`config.mk`:
```
export PLATFORM = sky130hd
export DESIGN_NAME = jellyvl_stream_window_position
export DESIGN_NICKNAME = d
export VERILOG_FILES = /design/src/rtl/jellyvl_stream_position_pkg.sv /design/src/rtl/jellyvl_stream_position_phase_counter.sv /design/src/rtl/jellyvl_stream_window_position.sv
export SDC_FILE = /design/constraint.sdc
export NUM_CORES = 1
export LEC_CHECK = 0
export ABC_AREA = 1
export BUFFER_PORTS_ARGS = -buffer_cell sky130_fd_sc_hd__buf_2
export CAP_MARGIN = 20
export CORE_MARGIN = 2
export CORE_UTILIZATION = 57
export DETAILED_ROUTE_END_ITERATION = 10
export GPL_ROUTABILITY_DRIVEN = 0
export PLACE_DENSITY = 0.8
export RECOVER_POWER = 100
export SETUP_SLACK_MARGIN = 0.4
export SLEW_MARGIN = 10
export SYNTH_ARGS = -nofsm -noshare
export SYNTH_HDL_FRONTEND = slang
export SYNTH_HIERARCHICAL = 1
export SYNTH_SLANG_ARGS = --single-unit
```
`constraint.sdc`:
```
create_clock -name clk -period 5.1 [get_ports clk]
set_input_delay 1.02 -clock clk [delete_from_list [all_inputs] [get_ports clk]]
set_output_delay 1.02 -clock clk [all_outputs]
set_load 0.02 [all_outputs]
```
`src/rtl/jellyvl_stream_position_pkg.sv`:
```
// Shared types for the stream window position tracker.
// The parameter struct is sized for the default build widths.
package jellyvl_stream_position_pkg;

  localparam int POS_OFFSET_WIDTH = 16;
  localparam int POS_LENGTH_WIDTH = 16;
  localparam int POS_NUMBER_WIDTH = 8;

  typedef enum logic [2:0] {
    IDLE,
    OFFSET,
    ACTIVE,
    GAP,
    DONE
  } t_pos_state;

  typedef struct packed {
    logic [POS_OFFSET_WIDTH-1:0] offset;
    logic [POS_LENGTH_WIDTH-1:0] length;
    logic [POS_LENGTH_WIDTH-1:0] step;
    logic [POS_NUMBER_WIDTH-1:0] number;
  } t_pos_param;

  function automatic int max_int(input int a, input int b);
    return (a > b) ? a : b;
  endfunction

endpackage

```
`src/rtl/jellyvl_stream_position_phase_counter.sv`:
```
// Loadable up-counter with an equality flag against a terminal value.
// Load wins over increment; both are gated by cke; no backpressure.
module jellyvl_stream_position_phase_counter #(
  parameter int WIDTH = 16
) (
  input  logic             reset,
  input  logic             clk,
  input  logic             cke,
  input  logic             load,
  input  logic [WIDTH-1:0] load_value,
  input  logic             inc,
  input  logic [WIDTH-1:0] target,
  output logic [WIDTH-1:0] count,
  output logic             match
);

  always_ff @(posedge clk or negedge reset) begin
    if (!reset) begin
      count <= '0;
    end else if (cke) begin
      if (load) begin
        count <= load_value;
      end else if (inc) begin
        count <= count + WIDTH'(1);
      end
    end
  end

  assign match = (count == target);

endmodule

```
`src/rtl/jellyvl_stream_window_position.sv`:
```
// Flags beats of a framed stream that fall inside repeated OFFSET/LENGTH/STEP windows.
// Outputs registered, latency 1 beat; no backpressure, cke freezes everything.
module jellyvl_stream_window_position
  import jellyvl_stream_position_pkg::*;
#(
  parameter int OFFSET_WIDTH = POS_OFFSET_WIDTH,
  parameter int LENGTH_WIDTH = POS_LENGTH_WIDTH,
  parameter int NUMBER_WIDTH = POS_NUMBER_WIDTH,
  parameter int COUNT_WIDTH  = 16
) (
  input  logic                    reset,
  input  logic                    clk,
  input  logic                    cke,
  input  logic [OFFSET_WIDTH-1:0] param_offset,
  input  logic [LENGTH_WIDTH-1:0] param_length,
  input  logic [LENGTH_WIDTH-1:0] param_step,
  input  logic [NUMBER_WIDTH-1:0] param_number,
  input  logic                    stream_first,
  input  logic                    stream_enable,
  input  logic                    stream_valid,
  output logic                    position_first,
  output logic                    position_last,
  output logic [COUNT_WIDTH-1:0]  position_count,
  output logic [NUMBER_WIDTH-1:0] position_index,
  output logic                    position_valid,
  output logic                    position_busy
);

  localparam int PW  = max_int(OFFSET_WIDTH, LENGTH_WIDTH) + 1;
  localparam int LW1 = LENGTH_WIDTH + 1;
  localparam int NW1 = NUMBER_WIDTH + 1;

  t_pos_state state, state_next;
  t_pos_param prm;
  logic [NUMBER_WIDTH-1:0] index_reg;

  logic beat, start, abort, step_beat, act;
  logic [LENGTH_WIDTH-1:0] in_step_eff;
  logic [PW-1:0]  cur_offset;
  logic [LW1-1:0] cur_len, cur_step, len_m1, gap;
  logic [NW1-1:0] cur_number;

  logic emit, emit_start, emit_last, win_done;
  logic [COUNT_WIDTH-1:0]  emit_count;
  logic [NUMBER_WIDTH-1:0] emit_index;

  logic            ph_load, ph_inc, ph_match;
  logic [PW-1:0]   ph_target, ph_count;
  logic            cnt_load, cnt_inc, cnt_match;
  logic [COUNT_WIDTH-1:0] cnt_load_value, cnt_count;

  assign beat      = cke & stream_valid;
  assign start     = beat & stream_first & stream_enable;
  assign abort     = beat & ~stream_enable;
  assign step_beat = beat & ~stream_first & stream_enable;
  assign act       = step_beat & (state == ACTIVE);

  // On the first beat the live inputs apply; afterwards the latched copy.
  assign in_step_eff = (param_step > param_length) ? param_step : param_length;
  assign cur_offset  = start ? PW'(param_offset)  : PW'(prm.offset);
  assign cur_len     = start ? LW1'(param_length) : LW1'(prm.length);
  assign cur_step    = start ? LW1'(in_step_eff)  : LW1'(prm.step);
  assign cur_number  = start ? NW1'(param_number) : NW1'(prm.number);
  assign len_m1      = LW1'(prm.length) - LW1'(1);
  assign gap         = LW1'(prm.step) - LW1'(prm.length);

  assign emit_start = (cur_len != '0) && (cur_offset == '0);
  assign emit = start ? emit_start
                      : (step_beat & (((state == OFFSET) & ph_match) | (state == ACTIVE)));
  assign emit_count = act ? cnt_count : '0;
  assign emit_last  = act ? cnt_match : (cur_len == LW1'(1));
  assign emit_index = start ? '0 : index_reg;
  assign win_done   = (cur_number != '0) && ((NW1'(emit_index) + NW1'(1)) == cur_number);

  always_comb begin
    state_next = state;
    if (abort) begin
      state_next = IDLE;
    end else if (emit) begin
      if (!emit_last)                state_next = ACTIVE;
      else if (win_done)             state_next = DONE;
      else if (cur_step == cur_len)  state_next = ACTIVE;
      else                           state_next = GAP;
    end else if (start) begin
      state_next = (cur_len == '0) ? DONE : OFFSET;
    end else if (step_beat && (state == GAP) && ph_match) begin
      state_next = ACTIVE;
    end
  end

  assign ph_target = (state == GAP) ? PW'(gap) : PW'(prm.offset);
  assign ph_load   = start | (emit & emit_last);
  assign ph_inc    = step_beat & ((state == OFFSET) | (state == GAP)) & ~ph_match;

  // Window counter holds the count of the next ACTIVE beat.
  assign cnt_load       = start | (emit & (emit_last | ~act));
  assign cnt_load_value = (emit & ~emit_last) ? COUNT_WIDTH'(1) : '0;
  assign cnt_inc        = act & ~emit_last;

  jellyvl_stream_position_phase_counter #(.WIDTH(PW)) u_phase (
    .reset      (reset),
    .clk        (clk),
    .cke        (cke),
    .load       (ph_load),
    .load_value (PW'(1)),
    .inc        (ph_inc),
    .target     (ph_target),
    .count      (ph_count),
    .match      (ph_match)
  );

  jellyvl_stream_position_phase_counter #(.WIDTH(COUNT_WIDTH)) u_count (
    .reset      (reset),
    .clk        (clk),
    .cke        (cke),
    .load       (cnt_load),
    .load_value (cnt_load_value),
    .inc        (cnt_inc),
    .target     (COUNT_WIDTH'(len_m1)),
    .count      (cnt_count),
    .match      (cnt_match)
  );

  always_ff @(posedge clk or negedge reset) begin
    if (!reset) begin
      state          <= IDLE;
      prm            <= '0;
      index_reg      <= '0;
      position_first <= 1'b0;
      position_last  <= 1'b0;
      position_count <= '0;
      position_index <= '0;
      position_valid <= 1'b0;
    end else if (cke) begin
      state          <= state_next;
      position_valid <= emit;
      if (start) begin
        prm.offset <= POS_OFFSET_WIDTH'(param_offset);
        prm.length <= POS_LENGTH_WIDTH'(param_length);
        prm.step   <= POS_LENGTH_WIDTH'(in_step_eff);
        prm.number <= POS_NUMBER_WIDTH'(param_number);
      end
      if (emit && emit_last) begin
        index_reg <= emit_index + NUMBER_WIDTH'(1);
      end else if (start) begin
        index_reg <= '0;
      end
      if (emit) begin
        position_first <= (emit_count == '0);
        position_last  <= emit_last;
        position_count <= emit_count;
        position_index <= emit_index;
      end
    end
  end

  assign position_busy = (state != IDLE) && (state != DONE);

endmodule

```
==> impl_metrics.prom, run 1 <==
# TYPE chip_impl_metric gauge
chip_impl_metric{name="yosys.cell_types.count",unit=""} 48
chip_impl_metric{name="initial_core_util",unit=""} 0.5801
chip_impl_metric{name="die_width",unit="um"} 133.5
chip_impl_metric{name="stdcell_count",unit=""} 1788
chip_impl_info{name="setup.worst_path.class",value="in2reg"} 1
chip_impl_metric{name="tightest_slew",unit="ns"} 2.379
chip_impl_metric{name="max-cap-violations",unit=""} 1
chip_impl_info{name="commonest_non_fill_non_tap_cells_in_the_layout",value="nand2_1 (458), inv_1 (171), nand3_1 (137)"} 1
chip_impl_info{name="biggest_regs",value="prm x56, u_phase/count x17"} 1
chip_impl_metric{name="route.detailed.wl_per_inst",unit="um"} 14.89
chip_impl_metric{name="port_buffers",unit=""} 89
chip_impl_metric{name="final_min_period_over_clock_period",unit=""} 0.9019
chip_impl_info{name="worstHoldPathType",value="reg2reg"} 1
chip_impl_info{name="slowest_stage",value="clkbuf_1"} 1
chip_impl_metric{name="dp.cells",unit=""} 1751
chip_impl_metric{name="report.final.setup_viol",unit=""} 0
chip_impl_info{name="root_buffer",value="clkbuf_16"} 1
chip_impl_metric{name="seq_cells_post_synth",unit=""} 127
chip_impl_metric{name="largest_register_ffs",unit=""} 56
chip_impl_metric{name="drt_drc_violations_left",unit=""} 0
chip_impl_metric{name="yosysSeqAreaShare",unit=""} 0.3327
chip_impl_metric{name="overflow",unit=""} 0
chip_impl_metric{name="number_of_global_route_vias_before_repair",unit=""} 8826
chip_impl_metric{name="yosys_warnings",unit=""} 6
chip_impl_metric{name="asyncSetResetFlopFracSynth",unit=""} 1.000
chip_impl_metric{name="timing.final.hold_violations",unit=""} 0
chip_impl_metric{name="viasPerCell",unit=""} 5.452
chip_impl_metric{name="die-height",unit="um"} 133.5
chip_impl_metric{name="finalSetupTns",unit="ns"} 0
chip_impl_metric{name="post_synth_instance_area",unit="um2"} 9552
chip_impl_info{name="violated_checks",value="capacitance limit, slew limit"} 1
chip_impl_metric{name="slew_headroom",unit=""} -0.5861
chip_impl_metric{name="finalPower",unit="W"} 0.004447
chip_impl_info{name="layout.cells.most_common",value="nand2_1"} 1
chip_impl_info{name="reg2reg_from",value="prm[26]$_DFFE_PN0P_"} 1
chip_impl_metric{name="timing.hold.ws",unit="ns"} 0.4773
chip_impl_info{name="worst_setup_path_end_kind",value="register"} 1
chip_impl_metric{name="cts-htree-levels",unit=""} 4
chip_impl_metric{name="max_ir_drop_vdd",unit="uV"} 293.6
chip_impl_metric{name="numCtsBuffers",unit=""} 17
chip_impl_info{name="critical_path.reg2reg.endpoint",value="u_count/count[7]$_DFFE_PN0P_"} 1
chip_impl_info{name="critical-path-top-delay-family",value="simple AND/OR/NAND/NOR gates"} 1
chip_impl_metric{name="finalWorstPathRequiredPeriod",unit="ns"} 4.600
chip_impl_metric{name="power.leakage",unit="nW"} 5.682
chip_impl_metric{name="layout-drive-gt1-share",unit=""} 0.1116
chip_impl_metric{name="dr.pass1.iters",unit=""} 7
chip_impl_metric{name="number_of_antenna_violations_at_the_first_check_in_global_routing",unit=""} 0
chip_impl_metric{name="required",unit="ns"} 5.41
chip_impl_info{name="timing.critical_path.from_type",value="input pin"} 1
chip_impl_metric{name="core-area",unit="um2"} 16470
chip_impl_metric{name="global_route.usage.total",unit=""} 0.2996
chip_impl_metric{name="antenna_violating_nets_post_route",unit=""} 0
chip_impl_info{name="critical_path.endpoint",value="state[1]$_DFFE_PN0P_"} 1
chip_impl_metric{name="placement_rows",unit=""} 47
chip_impl_metric{name="n_fill_cell",unit=""} 1501
chip_impl_metric{name="routed_wl",unit="mm"} 26.62
chip_impl_metric{name="drt-initial-drc-count",unit=""} 921
chip_impl_metric{name="fin_skew",unit="ns"} 0.009447
chip_impl_metric{name="diodes",unit=""} 0
chip_impl_metric{name="tritoncts_num_sinks",unit=""} 127
chip_impl_info{name="cp_cell_sequence",value="clkbuf_1 -> nand2_1 -> nor2_8 -> buf_4 -> clkbuf_1 -> nor2_2 -> ha_1 -> nand3_1 -> xor2_1 -> or2_0 -> nand3_1 -> nand3b_1 -> nor2_1 -> nand3_1 -> nand2_1 -> o21ai_0"} 1
chip_impl_metric{name="grt_first_pass_wirelength",unit="mm"} 42.93
chip_impl_info{name="cpMostUsedCell",value="nand3_1"} 1
chip_impl_metric{name="fmax",unit="MHz"} 217.4
chip_impl_metric{name="cp_max_fo",unit=""} 51
chip_impl_metric{name="nNetsFinal",unit=""} 1654
chip_impl_metric{name="detailedPlacementHpwl",unit="mm"} 19.61
chip_impl_info{name="synth-main-ff-cell",value="dfrtp_1"} 1
chip_impl_metric{name="vias",unit=""} 9749
chip_impl_metric{name="floorplan.io_pins",unit=""} 90
chip_impl_metric{name="layout-area-overhead-vs-synth",unit="%"} 14.21
chip_impl_info{name="status",value="complete, but fails checks"} 1
chip_impl_metric{name="clk_latency",unit="ns"} 0.44
chip_impl_metric{name="number_of_flops_mapped_to_enable_cells_by_yosys",unit=""} 0
chip_impl_metric{name="cellPowerDensity",unit="nW/um2"} 407.6
chip_impl_metric{name="synthesis.area_per_instance",unit="um2"} 6.638
chip_impl_info{name="top_reg_by_flops",value="prm"} 1
chip_impl_metric{name="fp.dieArea",unit="um2"} 17810
chip_impl_metric{name="timing.critical_path.buf_inv",unit=""} 3
chip_impl_info{name="tritoncts",value="done"} 1
chip_impl_metric{name="netlist_instances",unit=""} 1439
chip_impl_metric{name="final-max-slew-violation-count",unit=""} 36
chip_impl_metric{name="regToRegSetupSlack",unit="ns"} 0.66
chip_impl_metric{name="clkSlewWorstSetupHoldPaths",unit="ns"} 0.06
chip_impl_metric{name="worst-path-stages",unit=""} 16
chip_impl_info{name="min_from",value="position_count[13]$_DFFE_PN0P_"} 1
chip_impl_metric{name="cts.path.max_buffers",unit=""} 2
chip_impl_metric{name="critical_path_arrival",unit="ns"} 4.91
chip_impl_info{name="rsz0062_at_grt",value="no"} 1
chip_impl_info{name="worst_setup_path_startpoint",value="cke"} 1
chip_impl_metric{name="timing.critical_path.slowest_cell_delay",unit="ns"} 0.64
chip_impl_metric{name="largest_net_degree_at_the_start_of_global_routing",unit=""} 52
chip_impl_metric{name="final_core_utilization",unit=""} 0.6625
chip_impl_metric{name="worst-r2r-cell-count",unit=""} 35
report_power, final:
part	internal (W)	total (W)	switching, W
sequential	0.00124	0.00152	0.000277
clock	0.000834	0.00132	0.000482
combinational	0.000582	0.00161	0.00103
total	0.00266	0.00445	0.00179
routing by layer:
metal	up-vias	wire length (um)	track usage
met1	4483	11810	0.4086
met2	388	12160	0.4831
li1	4824	-	-
met4	0	741	0.1141
met3	54	1919	0.04718
met5	-	0	0
tightest hold or removal path, delay by kind of cell (launching register included):
| kind | cells | cell delay (ns) |
|---|---|---|
| DFF | 1 | 0.34 |
| and+or+nand+nor | 2 | 0.10 |
how the worst min path moves through the flow:
| stage | endpoint | slack [ns] | cells past startpoint |
|---|---|---|---|
| 3_5_place_dp | position_index[7]$_DFFE_PN0P_ | 0.46 | 2 |
| 5_1_grt | position_count[4]$_DFFE_PN0P_ | 0.50 | 2 |
| 3_3_place_gp | position_index[7]$_DFFE_PN0P_ | 0.45 | 2 |
| 2_1_floorplan | prm[7]$_DFFE_PN0P_ | 0.46 | 2 |
| 4_1_cts | position_index[7]$_DFFE_PN0P_ | 0.48 | 2 |
| 6_report | position_count[13]$_DFFE_PN0P_ | 0.48 | 2 |
final cells by class:
cell class	instances	area (um2)	share of cell area
well taps	220	275.3	0.02523
clock buffers	20	446.7	0.04095
multi-input cells	1116	5589	0.5123
repair buffers	109	539.3	0.04943
flip-flops and latches	127	3181	0.2915
clock inverters	12	182.7	0.01675
inverters	184	695.7	0.06377
metrics by stage:
stage | cell area, um2 | setup slack (ns)
2_1_floorplan | 9664 | 1.111
3_3_place_gp | 10250 | 0.4515
3_5_place_dp | 10250 | 0.2454
4_1_cts | 10890 | 0.4061
5_1_grt | 10910 | 0.1928
6_report | 10910 | 0.5003
synthesized netlist by cell type, types with 2 or more instances:
cell      count  area share
nand2_1     458        0.18
inv_1       171       0.067
nand3_1     137       0.072
dfrtp_1     127        0.33
nor2_1      117       0.046
o21ai_0      64       0.034
o21ai_1      49       0.026
a21oi_1      38       0.020
ha_1         36       0.047
xor2_1       29       0.027
nand4_1      22       0.014
xnor2_1      18       0.017
nor3_1       17      0.0089
or2_2        17       0.011
buf_2        16      0.0084
nor4_1       13      0.0085
inv_2        12      0.0047
nand3b_1     12      0.0094
buf_4        11      0.0086
clkbuf_1     11      0.0043
nor2_2       11      0.0072
nand2_2       9      0.0059
o22ai_1       5      0.0033
a41oi_1       4      0.0037
buf_6         3      0.0035
nor2_4        3      0.0035
o21ai_2       3      0.0028
a21o_1        2      0.0016
a31oi_1       2      0.0013
conb_1        2     0.00079
nand3_2       2      0.0021
o31ai_1       2      0.0016
cell families (layout without fill, tap and decap cells):
logic type               count (synthesis)  after routing  share of synthesized area
AO/OA/AOI/OAI                          176            177                    0.09995
flip-flops                             127            127                     0.3327
other                                    2             32                  0.0007863
buffers and inverters                  227            325                    0.09929
XOR/XNOR                                47             47                    0.04310
AND/OR/NAND/NOR                        822            822                     0.3737
multiplexers                             1              1                   0.001179
adder cells (fa/ha/maj)                 37             37                    0.04925
what timing repair did:
action                                 in CTS  in global routing
gates cloned                                0                  1
setup endpoints to repair                  29                 33
hold buffers                                0                  0
buffers inserted                            0                  4
pin swaps                                   1                  2
endpoints found under the hold margin       0                  0
gates resized for setup                     6                 21
Note: power is estimated with default switching activity, not from simulation.
==> inputs of run 2 (changes only) <==
--- a/config.mk
+++ b/config.mk
@@ -13,7 +13,6 @@
 export DETAILED_ROUTE_END_ITERATION = 10
 export GPL_ROUTABILITY_DRIVEN = 0
 export PLACE_DENSITY = 0.8
-export RECOVER_POWER = 100
 export SETUP_SLACK_MARGIN = 0.4
 export SLEW_MARGIN = 10
 export SYNTH_ARGS = -nofsm -noshare
==> run 2 against run 1 <==
  * The run now ends clean
  * Non-clock buffer count is the same
  * Critical path depth grew 19
  * Critical path type is now reg2reg
  * Setup slack gained 0.24 ns
  * Worst hold slack lost 0.0033 ns
  * Clock skew shrank 0.00093 ns
  * Cell count is the same
  * Fmax grew 5.4%
==> impl_metrics.prom, run 2 (synthesized netlist as in run 1, its figures left out) <==
# TYPE chip_impl_metric gauge
chip_impl_info{name="timing.critical_path.from_type",value="register"} 1
chip_impl_metric{name="layout-drive-gt1-share",unit=""} 0.1378
chip_impl_info{name="cpMostUsedCell",value="nand2_1"} 1
chip_impl_info{name="rsz0062_at_grt",value="no"} 1
chip_impl_metric{name="route.detailed.wl_per_inst",unit="um"} 14.89
chip_impl_info{name="tritoncts",value="done"} 1
chip_impl_metric{name="largest_net_degree_at_the_start_of_global_routing",unit=""} 52
chip_impl_metric{name="multi_input_comb_area",unit="um2"} 5598
chip_impl_metric{name="global_route.usage.total",unit=""} 0.2996
chip_impl_info{name="setup.worst_path.class",value="reg2reg"} 1
chip_impl_info{name="status",value="completed"} 1
chip_impl_metric{name="dr.pass1.iters",unit=""} 6
chip_impl_info{name="root_buffer",value="clkbuf_16"} 1
chip_impl_metric{name="tightest_slew",unit="ns"} 0.6555
chip_impl_metric{name="clk_latency",unit="ns"} 0.43
chip_impl_info{name="slowest_stage",value="dfrtp_2"} 1
chip_impl_info{name="layout.cells.most_common",value="nand2_1"} 1
chip_impl_metric{name="diodes",unit=""} 0
chip_impl_metric{name="slew_headroom",unit=""} 0.5619
chip_impl_metric{name="initial_core_util",unit=""} 0.5801
chip_impl_metric{name="required",unit="ns"} 5.41
chip_impl_metric{name="core-area",unit="um2"} 16470
chip_impl_info{name="biggest_regs",value="prm x56, u_phase/count x17"} 1
chip_impl_metric{name="clkSlewWorstSetupHoldPaths",unit="ns"} 0.06
chip_impl_metric{name="drt-initial-drc-count",unit=""} 896
chip_impl_info{name="top_reg_by_flops",value="prm"} 1
chip_impl_metric{name="n_fill_cell",unit=""} 1483
chip_impl_metric{name="tritoncts_num_sinks",unit=""} 127
chip_impl_metric{name="fp.dieArea",unit="um2"} 17810
chip_impl_metric{name="finalSetupTns",unit="ns"} 0
chip_impl_metric{name="detailedPlacementHpwl",unit="mm"} 19.61
chip_impl_metric{name="ff_latch_area",unit="um2"} 3181
chip_impl_metric{name="grt_first_pass_wirelength",unit="mm"} 42.93
chip_impl_metric{name="fmax",unit="MHz"} 229.2
chip_impl_metric{name="cellPowerDensity",unit="nW/um2"} 406.8
chip_impl_metric{name="routed_wl",unit="mm"} 26.63
chip_impl_metric{name="power.leakage",unit="nW"} 5.819
chip_impl_metric{name="number_of_global_route_vias_before_repair",unit=""} 8826
chip_impl_info{name="worstHoldPathType",value="reg2reg"} 1
chip_impl_metric{name="final_min_period_over_clock_period",unit=""} 0.8555
chip_impl_metric{name="final-max-slew-violation-count",unit=""} 0
chip_impl_metric{name="critical_path_arrival",unit="ns"} 4.68
chip_impl_metric{name="layout-area-overhead-vs-synth",unit="%"} 15.03
chip_impl_metric{name="final_cell_area",unit="um2"} 10990
chip_impl_metric{name="fin_skew",unit="ns"} 0.008521
chip_impl_metric{name="post_dp_cell_area",unit="um2"} 10250
chip_impl_metric{name="cts-htree-levels",unit=""} 4
chip_impl_metric{name="max_ir_drop_vdd",unit="uV"} 291.3
chip_impl_info{name="worst_setup_path_end_kind",value="register"} 1
chip_impl_metric{name="vias",unit=""} 9778
chip_impl_metric{name="timing.critical_path.slowest_cell_delay",unit="ns"} 0.40
chip_impl_metric{name="timing.final.hold_violations",unit=""} 0
chip_impl_metric{name="floorplan.io_pins",unit=""} 90
chip_impl_metric{name="largest_register_ffs",unit=""} 56
chip_impl_metric{name="overflow",unit=""} 0
chip_impl_info{name="commonest_non_fill_non_tap_cells_in_the_layout",value="nand2_1 (456), inv_1 (169), nand3_1 (137)"} 1
chip_impl_metric{name="drt_drc_violations_left",unit=""} 0
chip_impl_metric{name="cts.path.max_buffers",unit=""} 2
chip_impl_metric{name="nNetsFinal",unit=""} 1654
chip_impl_metric{name="placement_rows",unit=""} 47
chip_impl_metric{name="finalWorstPathRequiredPeriod",unit="ns"} 4.363
chip_impl_metric{name="max-cap-violations",unit=""} 0
chip_impl_metric{name="viasPerCell",unit=""} 5.469
chip_impl_metric{name="cp_max_fo",unit=""} 27
chip_impl_metric{name="number_of_antenna_violations_at_the_first_check_in_global_routing",unit=""} 0
chip_impl_metric{name="die_width",unit="um"} 133.5
chip_impl_metric{name="die-height",unit="um"} 133.5
chip_impl_metric{name="port_buffers",unit=""} 89
chip_impl_metric{name="numCtsBuffers",unit=""} 17
chip_impl_metric{name="report.final.setup_viol",unit=""} 0
chip_impl_metric{name="antenna_violating_nets_post_route",unit=""} 0
chip_impl_metric{name="cts_hold_repair.buffers",unit=""} 0
-- run 2: final timing paths --
check,cells after the start,end,startpoint,slack (ns)
worst max-delay path,35,u_count/count[7]$_DFFE_PN0P_,prm[26]$_DFFE_PN0P_,0.74
worst max register to register,35,u_count/count[7]$_DFFE_PN0P_,prm[26]$_DFFE_PN0P_,0.74
max in group asynchronous,2,prm[25]$_DFFE_PN0P_,reset,3.46
worst min-delay path,2,position_count[13]$_DFFE_PN0P_,position_count[13]$_DFFE_PN0P_,0.47
min in group asynchronous,1,prm[43]$_DFFE_PN0P_,reset,0.58
worst min register to register,2,position_count[13]$_DFFE_PN0P_,position_count[13]$_DFFE_PN0P_,0.47
-- run 2: timing repair --
action,CTS,global route
setup buffers,0,4
resized for setup,6,21
endpoints found under the setup margin,29,33
hold endpoints to repair,0,0
pin swaps,1,2
gates cloned,0,1
-- run 2: per-stage QoR --
step	power [W]	hold slack (ns)	setup slack, ns	util	cells
floorplan	0.002632	0.4587	1.111	-	1469
global placement	0.003050	0.4511	0.4515	0.6226	1751
detailed placement	0.003091	0.4612	0.2454	0.6226	1751
CTS	0.004409	0.4761	0.4061	0.6614	1783
global route	0.004739	0.4974	0.3358	0.6672	1788
finish	0.004469	0.4739	0.7368	0.6672	1788
-- run 2: critical path, delay by kind of cell (launching register included) --
kind | cells | cell delay, ns
fa+ha+maj | 1 | 0.30
flops | 1 | 0.40
simple gates | 22 | 2.13
compound gates | 6 | 0.81
buf+inv | 6 | 0.62
-- run 2: final cells by class --
cell class,count,share of cell area
Multi-Input combinational cell,1116,0.5095
Sequential cell,127,0.2895
Inverter,184,0.06355
Timing Repair Buffer,109,0.05512
Clock buffer,20,0.04066
Tap cell,220,0.02505
Clock inverter,12,0.01663
-- run 2: metal layers --
metal,GRT usage,part of all wire,up-vias
met4,0.1141,0.029,0
li1,-,-,4825
met3,0.04718,0.076,55
met5,0,0,-
met2,0.4831,0.45,429
met1,0.4086,0.44,4469
-- run 2: report_power, final --
part	internal (W)	leakage (nW)	switching [W]
Clock	0.000834	0.297	0.000478
Combinational	0.000606	3.92	0.00103
Sequential	0.00124	1.60	0.000277
Total	0.00268	5.82	0.00179
==> inputs of run 3 (changes only) <==
--- a/config.mk
+++ b/config.mk
@@ -12,10 +12,10 @@
 export CORE_UTILIZATION = 57
 export DETAILED_ROUTE_END_ITERATION = 10
 export GPL_ROUTABILITY_DRIVEN = 0
+export MAX_ROUTING_LAYER = met4
 export PLACE_DENSITY = 0.8
 export SETUP_SLACK_MARGIN = 0.4
 export SLEW_MARGIN = 10
 export SYNTH_ARGS = -nofsm -noshare
 export SYNTH_HDL_FRONTEND = slang
-export SYNTH_HIERARCHICAL = 1
 export SYNTH_SLANG_ARGS = --single-unit
==> run 3 against run 2 <==
  * Global-route usage shrank 0.56 points
  * Critical path depth decreased by 19
  * Synthesized cell count decreased by 3.4%
  * Clock skew is 0.0014 ns lower
  * Sequential power decreased by 14%
  * First-iteration DRC count down 1.7%
  * Register-to-register slack improved by 0.44 ns
  * Worst hold slack got worse by 0.0070 ns
  * Flip-flop and latch count unchanged
  * Fmax is 3.2% higher
  * Via count down 5.5%
  * Highest routed layer unchanged
  * Design area down 4.0%
==> impl_metrics.prom, run 3 <==
# TYPE chip_impl_metric gauge
chip_impl_metric{name="drt-initial-drc-count",unit=""} 881
chip_impl_metric{name="tightest_slew",unit="ns"} 0.7461
chip_impl_info{name="top_reg_by_flops",value="prm"} 1
chip_impl_info{name="reg2reg_from",value="prm[24]$_DFFE_PN0P_"} 1
chip_impl_info{name="setup.worst_path.class",value="in2reg"} 1
chip_impl_metric{name="max_ir_drop_vdd",unit="uV"} 249.1
chip_impl_metric{name="n_fill_cell",unit=""} 1450
chip_impl_info{name="cpMostUsedCell",value="nand2_1"} 1
chip_impl_metric{name="grt_util_met1",unit=""} 0.3895
chip_impl_metric{name="port_buffers",unit=""} 89
chip_impl_metric{name="clk_latency",unit="ns"} 0.43
chip_impl_metric{name="dr.pass1.iters",unit=""} 6
chip_impl_info{name="synth-main-ff-cell",value="dfrtp_1"} 1
chip_impl_metric{name="largest_register_ffs",unit=""} 56
chip_impl_metric{name="drt_drc_violations_left",unit=""} 0
chip_impl_metric{name="vias",unit=""} 9244
chip_impl_info{name="cp_cell_sequence",value="buf_2 -> nand2_1 -> inv_2 -> nand3_4 -> buf_12 -> nand2_1 -> o21ai_1 -> nor3_1 -> nand4_1 -> nand2_1 -> nor2_1 -> nor2_4 -> nand2_2 -> nand2_2 -> nand3_2 -> o21ai_1"} 1
chip_impl_metric{name="cts-htree-levels",unit=""} 4
chip_impl_metric{name="synth_largest_type_area_fraction",unit=""} 0.3360
chip_impl_metric{name="timing.hold.ws",unit="ns"} 0.4669
chip_impl_metric{name="timing.final.hold_violations",unit=""} 0
chip_impl_metric{name="layout-drive-gt1-share",unit=""} 0.1202
chip_impl_info{name="post-synth-top-count-cell",value="nand2_1"} 1
chip_impl_info{name="biggest_regs",value="prm x56, u_phase.count x17"} 1
chip_impl_metric{name="final.setup.worst_slack",unit="ns"} 0.8705
chip_impl_metric{name="seq_cells_post_synth",unit=""} 127
chip_impl_metric{name="final-max-slew-violation-count",unit=""} 0
chip_impl_metric{name="final_min_period_over_clock_period",unit=""} 0.8293
chip_impl_info{name="top_cells_by_instance_count_after_synthesis",value="nand2_1 (466), inv_1 (174), nand3_1 (138), dfrtp_1 (127), nor2_1 (92)"} 1
chip_impl_info{name="worst_setup_path_startpoint",value="cke"} 1
chip_impl_metric{name="global_route.usage.total",unit=""} 0.2940
chip_impl_metric{name="max-cap-violations",unit=""} 0
chip_impl_info{name="grt_most_used_layer",value="met2"} 1
chip_impl_info{name="critical_path.endpoint",value="u_phase.count[6]$_DFFE_PN0P_"} 1
chip_impl_info{name="status",value="completed"} 1
chip_impl_info{name="critical_path.reg2reg.endpoint",value="u_phase.count[6]$_DFFE_PN0P_"} 1
chip_impl_metric{name="nNetsFinal",unit=""} 1567
chip_impl_metric{name="fin_skew",unit="ns"} 0.007138
chip_impl_metric{name="placement_rows",unit=""} 47
chip_impl_metric{name="finalSetupTns",unit="ns"} 0
chip_impl_info{name="worst_setup_path_end_kind",value="register"} 1
chip_impl_metric{name="netlist_instances",unit=""} 1390
chip_impl_metric{name="postCtsSetupRepairBufs",unit=""} 0
chip_impl_info{name="layout.cells.most_common",value="nand2_1"} 1
chip_impl_metric{name="grt_first_pass_wirelength",unit="mm"} 40.57
chip_impl_metric{name="cts_hold_repair.buffers",unit=""} 0
chip_impl_metric{name="number_of_antenna_violations_at_the_first_check_in_global_routing",unit=""} 0
chip_impl_metric{name="overflow",unit=""} 0
chip_impl_metric{name="route.detailed.wl_per_inst",unit="um"} 14.54
chip_impl_metric{name="slew_headroom",unit=""} 0.5021
chip_impl_metric{name="worst-r2r-cell-count",unit=""} 20
chip_impl_metric{name="clkSlewWorstSetupHoldPaths",unit="ns"} 0.06
chip_impl_metric{name="met2_usage",unit=""} 0.4646
chip_impl_metric{name="post_cts.resized_instances",unit=""} 0
chip_impl_metric{name="initial_core_util",unit=""} 0.5765
chip_impl_metric{name="largest_net_degree_at_the_start_of_global_routing",unit=""} 51
chip_impl_info{name="tritoncts",value="done"} 1
chip_impl_metric{name="number_of_flops_mapped_to_enable_cells_by_yosys",unit=""} 0
chip_impl_metric{name="critical_path_arrival",unit="ns"} 4.58
chip_impl_metric{name="antenna_violating_nets_post_route",unit=""} 0
chip_impl_metric{name="fmax",unit="MHz"} 236.4
chip_impl_metric{name="syn-num-nets",unit=""} 1489
chip_impl_metric{name="finalWorstPathRequiredPeriod",unit="ns"} 4.229
chip_impl_metric{name="final_core_utilization",unit=""} 0.6430
chip_impl_metric{name="floorplan.io_pins",unit=""} 90
chip_impl_metric{name="cts.path.max_buffers",unit=""} 2
chip_impl_metric{name="die-height",unit="um"} 132.8
chip_impl_metric{name="viasPerCell",unit=""} 5.434
chip_impl_info{name="synth_area_leaders",value="dfrtp_1 (34%), nand2_1 (18%), nand3_1 (7.3%)"} 1
chip_impl_metric{name="numCtsBuffers",unit=""} 17
chip_impl_info{name="timing.critical_path.from_type",value="input pin"} 1
chip_impl_metric{name="number_of_global_route_vias_before_repair",unit=""} 8439
chip_impl_metric{name="routed_wl",unit="mm"} 24.74
chip_impl_info{name="rsz0062_at_grt",value="no"} 1
chip_impl_info{name="commonest_non_fill_non_tap_cells_in_the_layout",value="nand2_1 (466), inv_1 (174), nand3_1 (138)"} 1
chip_impl_info{name="root_buffer",value="clkbuf_16"} 1
chip_impl_metric{name="required",unit="ns"} 5.45
chip_impl_metric{name="cellPowerDensity",unit="nW/um2"} 365.0
chip_impl_metric{name="diodes",unit=""} 0
chip_impl_metric{name="cp_max_fo",unit=""} 50
chip_impl_metric{name="timing.critical_path.slowest_cell_delay",unit="ns"} 0.55
chip_impl_metric{name="regToRegSetupSlack",unit="ns"} 1.18
chip_impl_info{name="synth_largest_area_cell",value="dfrtp_1"} 1
chip_impl_metric{name="yosys_warnings",unit=""} 0
chip_impl_metric{name="tritoncts_num_sinks",unit=""} 127
chip_impl_metric{name="yosys.cell_types.count",unit=""} 48
chip_impl_metric{name="post_synth_instance_area",unit="um2"} 9458
chip_impl_metric{name="report.final.setup_viol",unit=""} 0
chip_impl_metric{name="detailedPlacementHpwl",unit="mm"} 18.65
chip_impl_metric{name="synthesis.area_per_instance",unit="um2"} 6.804
chip_impl_metric{name="place_ws",unit="ns"} 0.5772
chip_impl_metric{name="global_route_met3_usage",unit=""} 0.05211
chip_impl_metric{name="power.leakage",unit="nW"} 5.680
chip_impl_info{name="slowest_stage",value="nand2_2"} 1
chip_impl_metric{name="layout-area-overhead-vs-synth",unit="%"} 11.55
chip_impl_metric{name="core-area",unit="um2"} 16410
chip_impl_info{name="worstHoldPathType",value="reg2reg"} 1
chip_impl_metric{name="die_width",unit="um"} 132.8
chip_impl_metric{name="yosysSeqAreaShare",unit=""} 0.3360
chip_impl_metric{name="asyncSetResetFlopFracSynth",unit=""} 1.000
chip_impl_metric{name="fp.dieArea",unit="um2"} 17640
## run 3: cell types whose count changed in the layout (fill, tap and decap cells not counted), moves of 8 or more
| cell | previous run | this run |
|---|---|---|
| nand4_1 | 22 | 46 |
| xnor2_1 | 18 | 7 |
| o21ai_0 | 58 | 13 |
| a21oi_1 | 35 | 25 |
| buf_4 | 20 | 8 |
| xor2_1 | 29 | 45 |
| nand2_1 | 456 | 466 |
| or2_2 | 17 | 9 |
| nand3b_1 | 12 | 21 |
| conb_1 | 32 | 0 |
| nor2_1 | 116 | 92 |
## run 3: through the flow
| stage | area, um2 | instances | total power (W) |
|---|---|---|---|
| 6_report | 10550 | 1701 | 0.003851 |
| 5_1_grt | 10550 | 1701 | 0.004115 |
| 4_1_cts | 10550 | 1701 | 0.003838 |
| 3_5_place_dp | 9982 | 1669 | 0.002660 |
| 3_3_place_gp | 9982 | 1669 | 0.002627 |
| 2_1_floorplan | 9458 | 1390 | 0.002304 |
## run 3: cell families (layout without fill, tap and decap cells)
family / Yosys count / in the layout / share of synthesized area
AO/OA/AOI/OAI: 118 / 118 / 0.07223
buffers and inverters: 224 / 315 / 0.1033
AND/OR/NAND/NOR: 830 / 830 / 0.3877
flip-flops: 127 / 127 / 0.3360
adder cells (fa/ha/maj): 37 / 37 / 0.04974
multiplexers: 1 / 1 / 0.001058
XOR/XNOR: 53 / 53 / 0.04988
## run 3: how the worst min path moves through the flow
stage                                   start                              to  slack, ns  depth (start not counted)
2_1_floorplan             prm[52]$_DFFE_PN0P_             prm[52]$_DFFE_PN0P_       0.47                          2
3_3_place_gp   position_count[11]$_DFFE_PN0P_  position_count[11]$_DFFE_PN0P_       0.45                          2
3_5_place_dp    position_count[4]$_DFFE_PN0P_   position_count[4]$_DFFE_PN0P_       0.45                          2
4_1_cts         position_count[4]$_DFFE_PN0P_   position_count[4]$_DFFE_PN0P_       0.47                          2
5_1_grt        position_count[15]$_DFFE_PN0P_  position_count[15]$_DFFE_PN0P_       0.49                          2
6_report       position_count[15]$_DFFE_PN0P_  position_count[15]$_DFFE_PN0P_       0.47                          2
## run 3: cell type report
cell class,instances,area (um2),share of cell area
Clock buffer,20,456.7,0.04329
Tap cell,220,275.3,0.02609
Sequential cell,127,3178,0.3012
Multi-Input combinational cell,1039,5303,0.5026
Inverter,186,705.7,0.06689
Clock inverter,12,111.4,0.01056
Timing Repair Buffer,97,520.5,0.04934
## run 3: power breakdown
group	total (W)	internal [W]	leakage [nW]	switching, W
Combinational	0.00137	0.000485	3.76	0.000887
Sequential	0.00130	0.00116	1.65	0.000141
Clock	0.00118	0.000697	0.273	0.000479
Total	0.00385	0.00234	5.68	0.00151
## run 3: worst max-delay path: cells and delay by family
family	cells	cell delay [ns]
compound gates	2	0.38
buf+inv	3	0.53
simple gates	11	2.59
## run 3: routing by layer
| layer | up-vias | part of all wire |
|---|---|---|
| met5 | - | 0 |
| met2 | 331 | 0.47 |
| met3 | 56 | 0.062 |
| met1 | 4217 | 0.45 |
| li1 | 4640 | - |
| met4 | 0 | 0.024 |
